`config.mk`:
```
export PLATFORM = sky130hd
export DESIGN_NAME = clock_display_shifter
export DESIGN_NICKNAME = d
export VERILOG_FILES = /design/src/rtl/clock_display_shifter.sv
export SDC_FILE = /design/constraint.sdc
export NUM_CORES = 1
export LEC_CHECK = 0
export BUFFER_PORTS_ARGS = -buffer_cell sky130_fd_sc_hd__buf_4
export CAP_MARGIN = 30
export CORE_AREA = 2 2 97 99
export DETAILED_ROUTE_END_ITERATION = 12
export DIE_AREA = 0 0 99 101
export PLACE_DENSITY = 0.65
export SYNTH_ARGS = -nofsm -noshare
export SYNTH_HDL_FRONTEND = slang
export SYNTH_SLANG_ARGS = --single-unit
export TNS_END_PERCENT = 50
```
`constraint.sdc`:
```
create_clock -name clk_i -period 5.86 [get_ports clk_i]
set_input_delay 1.172 -clock clk_i [delete_from_list [all_inputs] [get_ports clk_i]]
set_output_delay 1.172 -clock clk_i [all_outputs]
set_load 0.03 [all_outputs]
```
`src/rtl/clock_display_shifter.sv`:
```
// clock_display_shifter: snapshots six BCD time digits and shifts them out
// as 48 segment bits into a chain of 74HC595s. A storage-latch pulse follows.
module clock_display_shifter #(
    parameter int unsigned CLK_DIV            = 1,
    parameter bit          SEG_ACTIVE_LOW     = 1'b0,
    parameter bit          BLANK_LEADING_ZERO = 1'b1
) (
    input  logic       clk_i,
    input  logic       rst_ni,
    input  logic [3:0] hours_high_i,
    input  logic [3:0] hours_low_i,
    input  logic [3:0] minutes_high_i,
    input  logic [3:0] minutes_low_i,
    input  logic [3:0] seconds_high_i,
    input  logic [3:0] seconds_low_i,
    input  logic       valid_i,
    output logic       ready_o,
    output logic       sr_data_o,
    output logic       sr_clk_o,
    output logic       sr_latch_o,
    output logic       sr_oe_no
);

    typedef enum logic [1:0] {
        IDLE,
        SHIFT_LOW,
        SHIFT_HIGH,
        LATCH
    } state_e;

    localparam logic [7:0] PHASE_LAST = 8'(CLK_DIV - 1);
    localparam logic [5:0] LAST_BIT   = 6'd47;

    state_e      state_q, state_d;
    logic [7:0]  presc_q, presc_d;
    logic [5:0]  bitcnt_q, bitcnt_d;
    logic [47:0] shreg_q, shreg_d;
    logic        ready_q, ready_d;
    logic        data_q, data_d;
    logic        sclk_q, sclk_d;
    logic        latch_q, latch_d;
    logic        oe_n_q, oe_n_d;

    logic [47:0] frame_word;
    logic        phase_end;

    // {dp,g,f,e,d,c,b,a}; anything outside 0..9 shows a dash
    function automatic logic [7:0] seg_decode(input logic [3:0] digit);
        logic [7:0] seg;
        case (digit)
            4'd0:    seg = 8'h3F;
            4'd1:    seg = 8'h06;
            4'd2:    seg = 8'h5B;
            4'd3:    seg = 8'h4F;
            4'd4:    seg = 8'h66;
            4'd5:    seg = 8'h6D;
            4'd6:    seg = 8'h7D;
            4'd7:    seg = 8'h07;
            4'd8:    seg = 8'h7F;
            4'd9:    seg = 8'h6F;
            default: seg = 8'h40;
        endcase
        return seg;
    endfunction

    // Build the frame from the live digits; it is only sampled on acceptance
    always_comb begin
        logic       colon_on;
        logic [7:0] hh_byte;
        colon_on = ~seconds_low_i[0];
        hh_byte  = (BLANK_LEADING_ZERO && (hours_high_i == 4'd0)) ? 8'h00
                                                                   : seg_decode(hours_high_i);
        frame_word = {hh_byte,
                      seg_decode(hours_low_i)   | {colon_on, 7'b0},
                      seg_decode(minutes_high_i),
                      seg_decode(minutes_low_i) | {colon_on, 7'b0},
                      seg_decode(seconds_high_i),
                      seg_decode(seconds_low_i)};
        if (SEG_ACTIVE_LOW) begin
            frame_word = ~frame_word;
        end
    end

    assign phase_end = (presc_q == PHASE_LAST);

    // Next-state logic; output values are computed here and registered
    always_comb begin
        state_d  = state_q;
        presc_d  = presc_q;
        bitcnt_d = bitcnt_q;
        shreg_d  = shreg_q;
        ready_d  = ready_q;
        data_d   = data_q;
        sclk_d   = sclk_q;
        latch_d  = latch_q;
        oe_n_d   = oe_n_q;

        case (state_q)
            IDLE: begin
                if (valid_i && ready_q) begin
                    shreg_d  = frame_word;
                    bitcnt_d = '0;
                    presc_d  = '0;
                    ready_d  = 1'b0;
                    data_d   = frame_word[47];
                    sclk_d   = 1'b0;
                    state_d  = SHIFT_LOW;
                end
            end
            SHIFT_LOW: begin
                if (phase_end) begin
                    presc_d = '0;
                    sclk_d  = 1'b1;
                    state_d = SHIFT_HIGH;
                end else begin
                    presc_d = presc_q + 8'd1;
                end
            end
            SHIFT_HIGH: begin
                if (phase_end) begin
                    presc_d  = '0;
                    shreg_d  = {shreg_q[46:0], 1'b0};
                    bitcnt_d = bitcnt_q + 6'd1;
                    sclk_d   = 1'b0;
                    if (bitcnt_q == LAST_BIT) begin
                        data_d  = 1'b0;
                        latch_d = 1'b1;
                        state_d = LATCH;
                    end else begin
                        // data for the next low phase is the bit after the shift
                        data_d  = shreg_q[46];
                        state_d = SHIFT_LOW;
                    end
                end else begin
                    presc_d = presc_q + 8'd1;
                end
            end
            LATCH: begin
                if (phase_end) begin
                    presc_d = '0;
                    latch_d = 1'b0;
                    ready_d = 1'b1;
                    oe_n_d  = 1'b0;
                    state_d = IDLE;
                end else begin
                    presc_d = presc_q + 8'd1;
                end
            end
            default: state_d = IDLE;
        endcase
    end

    // State and output registers with asynchronous active-low reset
    always_ff @(posedge clk_i or negedge rst_ni) begin
        if (!rst_ni) begin
            state_q  <= IDLE;
            presc_q  <= '0;
            bitcnt_q <= '0;
            shreg_q  <= '0;
            ready_q  <= 1'b1;
            data_q   <= 1'b0;
            sclk_q   <= 1'b0;
            latch_q  <= 1'b0;
            oe_n_q   <= 1'b1;
        end else begin
            state_q  <= state_d;
            presc_q  <= presc_d;
            bitcnt_q <= bitcnt_d;
            shreg_q  <= shreg_d;
            ready_q  <= ready_d;
            data_q   <= data_d;
            sclk_q   <= sclk_d;
            latch_q  <= latch_d;
            oe_n_q   <= oe_n_d;
        end
    end

    assign ready_o    = ready_q;
    assign sr_data_o  = data_q;
    assign sr_clk_o   = sclk_q;
    assign sr_latch_o = latch_q;
    assign sr_oe_no   = oe_n_q;

endmodule

```
==> results of run 1 <==
where the power goes:
group / leakage [nW] / switching (mW) / internal, mW / total (mW)
Combinational: 1.24 / 0.0582 / 0.0420 / 0.100
Clock: 0.0995 / 0.189 / 0.212 / 0.401
Sequential: 0.844 / 0.00247 / 0.474 / 0.477
Total: 2.18 / 0.250 / 0.728 / 0.978
placed cells by master (no fill, tap or decap), drive strengths merged, types with 10 or more instances in the layout:
master / count
dfrtp: 66
a31oi: 14
inv: 33
nand3: 11
nand2: 50
ha: 39
o21ai: 48
clkbuf: 10
nor2: 52
buf: 36
a21oi: 29
flip-flops by register name, indices dropped and copies added, names as in the netlist:
name / cells
shreg_q: 47
presc_q: 8
bitcnt_q: 6
state_q: 2
ready_o: 1
sr_clk_o: 1
sr_data_o: 1
sr_latch_o: 1
sr_oe_no: 1
worst min-delay path: cells and delay by family (launching register included):
| kind | cells | cell delay [ps] |
|---|---|---|
| flip-flops | 1 | 370 |
| AO/OA/AOI/OAI | 1 | 40 |
| buffers and inverters | 1 | 50 |
metrics by stage:
stage | instance area, µm² | power [mW] | utilization | std cells
6_report | 4770 | 0.978 | 0.532 | 615
5_1_grt | 4770 | 1.03 | 0.532 | 615
4_1_cts | 4770 | 0.987 | 0.532 | 615
3_5_place_dp | 4560 | 0.586 | 0.508 | 599
3_3_place_gp | 4560 | 0.584 | 0.508 | 599
2_1_floorplan | 4270 | 0.544 | - | 484
how the worst max path moves through the flow:
stage	cells past startpoint	endpoint	startpoint
final	7	shreg_q[40]	valid_i
after CTS	7	shreg_q[40]	valid_i
after floorplan	6	shreg_q[13]	valid_i
after detailed placement	7	shreg_q[44]	valid_i
after global routing	7	shreg_q[40]	valid_i
after global placement	7	shreg_q[44]	valid_i
routing by layer:
metal | track usage | part of all wire | up-vias
li1 | - | - | 1749
met1 | 0.271 | 0.51 | 1617
met2 | 0.294 | 0.46 | 43
met3 | 0.0264 | 0.027 | 7
met4 | 0.0622 | 0.0094 | 0
met5 | 0 | 0 | -
final cells by class:
| type | instances | area (µm²) | area share |
|---|---|---|---|
| multi-input combinational | 353 | 2330 | 0.489 |
| sequential | 68 | 1700 | 0.357 |
| timing repair buffer | 36 | 270 | 0.0566 |
| tap | 111 | 139 | 0.0291 |
| clock buffer | 10 | 138 | 0.0288 |
| inverter | 31 | 116 | 0.0244 |
| clock inverter | 6 | 71.3 | 0.0149 |
cells by family after synthesis:
logic type | after synthesis | share of synthesized area
xor+xnor | 3 | 0.00615
buf+inv | 63 | 0.0595
flops | 68 | 0.399
compound gates | 149 | 0.228
mux | 6 | 0.0144
fa+ha+maj | 39 | 0.114
simple gates | 156 | 0.178
==> impl_metrics.env, run 1 <==
export IMPL_hold_ws_ps=472
export IMPL_ys_seq_elements=68
export IMPL_maxCapViolCount=0
export IMPL_grt_start_max_net_pins=69
export IMPL_synthArstFlopShare=1.00
export IMPL_ir_worst_vdd_uv=109
export IMPL_syn_inst=484
export IMPL_rr_endpoint="shreg_q[21]"
export IMPL_post_synth_top_area_fraction=0.387
export IMPL_die_y_um=101
export IMPL_fmax_ghz=0.371
export IMPL_yosys_most_used_dff="dfrtp_1"
export IMPL_crit_buf_inv=3
export IMPL_clockRootBuffer="clkbuf_8"
export IMPL_rr_worst_depth=7
export IMPL_fin_crit_sh=0.460
export IMPL_finalNetCount=565
export IMPL_via_per_inst=5.55
export IMPL_cts_buffer_depth=2
export IMPL_synth_common_cells="dfrtp_1, nor2_1, nand2_1"
export IMPL_clkSinkCount=68
export IMPL_max_stage_delay_ps=720
export IMPL_holdPathStages=2
export IMPL_hold_start="sr_oe_no"
export IMPL_synth_area_per_cell_um2=8.82
export IMPL_boundaryPins=32
export IMPL_clk_pin_slew_ps=80
export IMPL_cp_end_kind="flop"
export IMPL_die_area_um2=10000
export IMPL_period_minus_slack_ps=2700
export IMPL_drive_gt1_frac=0.135
export IMPL_outcome="finished, final reports clean"
export IMPL_power_density_nw_per_um2=205
export IMPL_synth_seq_area_share=0.399
export IMPL_ys_warn_count=0
export IMPL_core_area_um2=8980
export IMPL_tightest_slew_ps=907
export IMPL_gp_congestion=0.785
export IMPL_skew_ps=12.9
export IMPL_cts_hold_buf=0
export IMPL_grt_first_pass_wirelength_um=15400
export IMPL_die_w_um=99
export IMPL_htree_num_levels=3
export IMPL_reg2reg_from="presc_q[0]"
export IMPL_crit_top_cell="buf_4"
export IMPL_cp_arrival_ps=2970
export IMPL_post_synth_instance_area_um2=4270
export IMPL_drt_pre_antenna_iters=4
export IMPL_synth_area_top_cells="dfrtp_1, ha_1, o21ai_0, nor2_1, nand2_1"
export IMPL_overflow=0
export IMPL_timing_final_ws_setup_ps=3160
export IMPL_crit_type="input pin to flop"
export IMPL_rsz0062_at_grt="false"
export IMPL_detailed_place_hpwl_um=5920
export IMPL_drt_antenna_violating_nets=0
export IMPL_slowest_stage="a31oi_4"
export IMPL_start_kind="input pin"
export IMPL_slew_headroom=0.395
export IMPL_cts_repair_resized=0
export IMPL_diodes=0
export IMPL_area_delta_synth_final_pct=11.8
export IMPL_synth_top_area_cell="dfrtp_1"
export IMPL_p_leak_nw=2.18
export IMPL_io_buffers=31
export IMPL_clock_latency_ps=350
export IMPL_r2r_slack_ps=3380
export IMPL_crit_family="compound AO/OA/AOI/OAI gates"
export IMPL_setup_viol=0
export IMPL_path_cells="buf_4, nor4bb_1, buf_4, a31oi_4, buf_4, o21ai_0, a21oi_1"
export IMPL_drt_iter0_drc=239
export IMPL_fillers=825
export IMPL_yosysMostFrequentCell="dfrtp_1"
export IMPL_track_usage=0.188
export IMPL_tns_ps=0
export IMPL_syn_num_nets=550
export IMPL_post_cts_buffers=0
export IMPL_hold_path_class="flop to flop"
export IMPL_required_ps=6130
export IMPL_antenna_found_initial=0
export IMPL_hold_violations=0
export IMPL_post_place_ws_ps=2790
export IMPL_min_to="sr_oe_no"
export IMPL_wl_per_cell_um=14.2
export IMPL_cts_buffers_inserted=9
export IMPL_vias=3416
export IMPL_wl_um=8760
export IMPL_grt_pass1_vias=3272
export IMPL_start_util=0.476
export IMPL_cts_tree="built"
export IMPL_report_final_slew_viol_count=0
export IMPL_synth_edff_count=0
export IMPL_drc=0
export IMPL_rows=35
export IMPL_crit_fanout=40
export IMPL_yosysUniqueCellTypes=55
No activity file was read; power rests on OpenSTA's default activity.
==> run 2: changes to the inputs <==
Settings changed: PLACE_DENSITY 0.65 to 0.67.
Clock period 5.86 ns to 2.3 ns, I/O delays scaled along.
==> impl_metrics.env, run 2 (synthesis gave the netlist of run 1 again) <==
export IMPL_via_per_inst=5.57
export IMPL_drt_antenna_violating_nets=0
export IMPL_die_w_um=99
export IMPL_start_kind="flop"
export IMPL_outcome="finished, final reports clean"
export IMPL_drc=0
export IMPL_ir_worst_vdd_uv=317
export IMPL_maxCapViolCount=0
export IMPL_power_density_nw_per_um2=505
export IMPL_grt_first_pass_wirelength_um=15500
export IMPL_diodes=0
export IMPL_track_usage=0.190
export IMPL_p_leak_nw=2.22
export IMPL_io_buffers=31
export IMPL_layout_commonest_cell="dfrtp_1"
export IMPL_crit_fanout=9
export IMPL_gp_congestion=0.819
export IMPL_cts_repair_resized=0
export IMPL_clkSinkCount=68
export IMPL_grt_start_max_net_pins=49
export IMPL_report_final_slew_viol_count=0
export IMPL_utilization=0.538
export IMPL_hold_violations=0
export IMPL_vias=3460
export IMPL_largest_reg_flops=47
export IMPL_tightest_slew_ps=797
export IMPL_core_area_um2=8980
export IMPL_overflow=0
export IMPL_largest_registers="shreg_q: 47 flops, presc_q: 8 flops, bitcnt_q: 6 flops"
export IMPL_cp_arrival_ps=2380
export IMPL_cts_tree="built"
export IMPL_tns_ps=0
export IMPL_die_y_um=101
export IMPL_fmax_ghz=0.474
export IMPL_wl_um=8840
export IMPL_rsz0062_at_grt="false"
export IMPL_clk_pin_slew_ps=70
export IMPL_htree_num_levels=3
export IMPL_drt_iter0_drc=159
export IMPL_regMostFlops="shreg_q"
export IMPL_slew_headroom=0.469
export IMPL_wl_per_cell_um=14.2
export IMPL_crit_type="flop to flop"
export IMPL_boundaryPins=32
export IMPL_skew_ps=11.7
export IMPL_final_cell_mix="dfrtp_1, nor2_1, nand2_1"
export IMPL_area_delta_synth_final_pct=13.0
export IMPL_post_cts_buffers=0
export IMPL_antenna_found_initial=0
export IMPL_clockRootBuffer="clkbuf_8"
export IMPL_clock_latency_ps=350
export IMPL_start_util=0.476
export IMPL_hold_path_class="input pin to asynchronous set/reset pin"
export IMPL_drt_pre_antenna_iters=4
export IMPL_cts_buffers_inserted=9
export IMPL_period_minus_slack_ps=2110
export IMPL_rows=35
export IMPL_cp_end_kind="flop"
export IMPL_finalNetCount=571
export IMPL_cts_buffer_depth=2
export IMPL_setup_viol=0
export IMPL_drive_gt1_frac=0.143
export IMPL_detailed_place_hpwl_um=6340
export IMPL_cts_hold_buf=0
export IMPL_fin_crit_sh=0.917
export IMPL_die_area_um2=10000
export IMPL_required_ps=2570
export IMPL_grt_pass1_vias=3326
-- run 2: critical path, cell delays in order (launching register included) --
cell and delay (ps):
dfrtp_1 410, inv_1 100, ha_1 170, nor4b_4 380, nand3_2 260, or4_1 550, a21oi_1 160
-- run 2: area by class of cell --
| class | instances | area [µm²] |
|---|---|---|
| Clock buffer | 10 | 128 |
| Multi-Input combinational cell | 353 | 2330 |
| Tap cell | 111 | 139 |
| Fill cell | 820 | 4150 |
| Inverter | 31 | 116 |
| Sequential cell | 68 | 1700 |
| Timing Repair Buffer | 42 | 340 |
| Clock inverter | 6 | 65.1 |
-- run 2: metrics by stage --
stage | hold WS (ps) | power (mW) | worst slack, ps | cell area (µm²) | std cells
floorplan | 164 | 1.39 | 273 | 4270 | 484
global placement | 422 | 1.49 | 311 | 4630 | 605
detailed placement | 425 | 1.50 | 217 | 4630 | 605
CTS | 51.4 | 2.47 | 172 | 4830 | 621
global route | 61.8 | 2.56 | 31.9 | 4830 | 621
finish | 42.5 | 2.44 | 192 | 4830 | 621
-- run 2: worst paths after layout --
path                             from     endpoint  slack, ps  depth (start not counted)
max                        presc_q[0]  bitcnt_q[5]        190                          6
min                            rst_ni   shreg_q[0]         40                          1
max reg2reg                presc_q[0]  bitcnt_q[5]        190                          6
min reg2reg                  sr_oe_no     sr_oe_no        450                          2
max in group asynchronous      rst_ni  shreg_q[26]       1640                          2
min in group clk_i           sr_oe_no     sr_oe_no        450                          2
-- run 2: per-layer routing --
metal | global-route usage | up-vias | wire (µm)
li1 | - | 1756 | -
met1 | 0.251 | 1655 | 4260
met2 | 0.317 | 36 | 4220
met3 | 0.0277 | 13 | 190
met4 | 0.0748 | 0 | 167
met5 | 0 | - | 0
-- run 2: power breakdown --
| group | switching [mW] | total [mW] | internal, mW |
|---|---|---|---|
| logic | 0.147 | 0.257 | 0.110 |
| clock network | 0.464 | 0.965 | 0.501 |
| registers | 0.00665 | 1.22 | 1.21 |
| total | 0.617 | 2.44 | 1.82 |
==> run 3: changes to the inputs <==
Settings changed: PLACE_DENSITY 0.67 to 0.65.
Clock period 2.3 ns to 2 ns, I/O delays scaled along.
==> impl_metrics.env, run 3 (synthesis gave the netlist of run 1 again) <==
export IMPL_overflow=0
export IMPL_placed_area_um2=4720
export IMPL_htree_num_levels=3
export IMPL_die_y_um=101
export IMPL_path_cells="inv_1, ha_1, or4b_4, o31ai_4, buf_4, clkbuf_16, o221a_2"
export IMPL_area_delta_synth_final_pct=17.6
export IMPL_core_area_um2=8980
export IMPL_regMostFlops="shreg_q"
export IMPL_drt_pre_antenna_iters=4
export IMPL_p_leak_nw=2.31
export IMPL_boundaryPins=32
export IMPL_wl_um=9350
export IMPL_clock_latency_ps=330
export IMPL_pwr_share_seq=0.477
export IMPL_drt_iter0_drc=187
export IMPL_cts_hold_buf=0
export IMPL_drt_antenna_violating_nets=0
export IMPL_crit_buf_inv=3
export IMPL_skew_ps=11.3
export IMPL_slew_headroom=0.647
export IMPL_slowest_stage="or4b_4"
export IMPL_p_comb_frac=0.102
export IMPL_die_area_um2=10000
export IMPL_antenna_found_initial=0
export IMPL_layout_commonest_cell="dfrtp_1"
export IMPL_top_usage_layer="met2"
export IMPL_hold_path_class="input pin to asynchronous set/reset pin"
export IMPL_power_density_nw_per_um2=584
export IMPL_use_met3=0.0347
export IMPL_track_usage=0.189
export IMPL_period_minus_slack_ps=1890
export IMPL_use_met2=0.306
export IMPL_grt_util_met1=0.263
export IMPL_io_buffers=31
export IMPL_report_final_slew_viol_count=0
export IMPL_wl_per_cell_um=14.7
export IMPL_hold_violations=0
export IMPL_largest_registers="shreg_q: 47 flops, presc_q: 8 flops, bitcnt_q: 6 flops"
export IMPL_fmax_ghz=0.530
export IMPL_ir_worst_vdd_uv=394
export IMPL_grt_pass1_vias=3368
export IMPL_drive_gt1_frac=0.174
export IMPL_start_kind="flop"
export IMPL_vias=3568
export IMPL_tns_ps=0
export IMPL_multi_input_area_um2=2350
export IMPL_clockPowerShare=0.421
export IMPL_final_cell_mix="dfrtp_1, nor2_1, nand2_1, buf_4, o21ai_0"
export IMPL_clk_pin_slew_ps=80
export IMPL_detailed_place_hpwl_um=6370
export IMPL_cts_buffers_inserted=9
export IMPL_start_util=0.476
export IMPL_finalNetCount=585
export IMPL_diodes=0
export IMPL_outcome="finished, final reports clean"
export IMPL_cp_arrival_ps=2150
export IMPL_cp_end_kind="flop"
export IMPL_drc=0
export IMPL_swShare=0.242
export IMPL_largest_reg_flops=47
export IMPL_via_per_inst=5.62
export IMPL_fillers=814
export IMPL_rsz0062_at_grt="true"
export IMPL_p_int_mw=2.22
export IMPL_cts_buffer_depth=2
export IMPL_crit_fanout=9
export IMPL_crit_type="flop to flop"
export IMPL_clkSinkCount=68
export IMPL_gp_congestion=0.811
export IMPL_maxCapViolCount=0
export IMPL_die_w_um=99
export IMPL_clockRootBuffer="clkbuf_8"
export IMPL_grt_first_pass_wirelength_um=15500
export IMPL_setup_viol=0
export IMPL_power_switching_mw=0.709
export IMPL_fin_crit_sh=0.944
export IMPL_grt_start_max_net_pins=46
export IMPL_rows=35
export IMPL_ff_latch_area_um2=1700
export IMPL_crit_family="simple AND/OR/NAND/NOR gates"
export IMPL_cts_tree="built"
export IMPL_max_stage_delay_ps=500
export IMPL_utilization=0.560
export IMPL_design_area_um2=5020
export IMPL_tightest_slew_ps=529
export IMPL_required_ps=2270
run 3: power by group through the flow:
stage                     Sequential [mW]  Combinational, mW  Clock (mW)
final                                1.40              0.300        1.23
after global routing                 1.40              0.345        1.32
after CTS                            1.40              0.304        1.25
after detailed placement             1.42              0.302           0
after global placement               1.42              0.292           0
after floorplan                      1.42              0.172           0
run 3: cell type report:
cell class	count	share of cell area
clock buffer	10	0.0254
clock inverter	6	0.0179
inverter	31	0.0232
multi-input combinational	353	0.468
sequential	68	0.339
tap	111	0.0276
timing repair buffer	56	0.0989
run 3: metal layers:
layer / up-vias / part of all wire
met5: - / 0
met4: 0 / 0.0050
met3: 4 / 0.033
met2: 63 / 0.48
met1: 1710 / 0.48
li1: 1791 / -
run 3: worst register-to-register path, delay by kind of cell, from the launching register on:
family / cells / cell delay [ps]
compound gates: 2 / 380
flops: 1 / 380
simple gates: 1 / 500
fa+ha+maj: 1 / 160
buf+inv: 3 / 400
run 3: final timing paths:
kind                                 start     endpoint  slack [ps]  depth (start not counted)
worst min register to register    sr_oe_no     sr_oe_no         450                          2
worst max-delay path            presc_q[0]   shreg_q[3]         110                          7
min in group clk_i                sr_oe_no     sr_oe_no         450                          2
max in group asynchronous           rst_ni  shreg_q[24]        1470                          2
worst max register to register  presc_q[0]   shreg_q[3]         110                          7
worst min-delay path                rst_ni  bitcnt_q[3]          20                          1
run 3: stage by stage:
step                      hold slack (ps)  setup WS, ps  cells  power, mW
final                                16.6           113    635       2.93
after global routing                 30.8         -18.6    635       3.06
after CTS                            25.3          83.0    631       2.95
after detailed placement              395         -34.5    615       1.73
after global placement                391          47.0    615       1.72
after floorplan                       104          40.8    484       1.59
run 3: repair_timing:
item	CTS	global route
gates cloned	0	2
gates resized for setup	1	5
hold endpoints to repair	0	0
buffers inserted	0	2
endpoints found under the setup margin	2	23
pin swaps	0	1
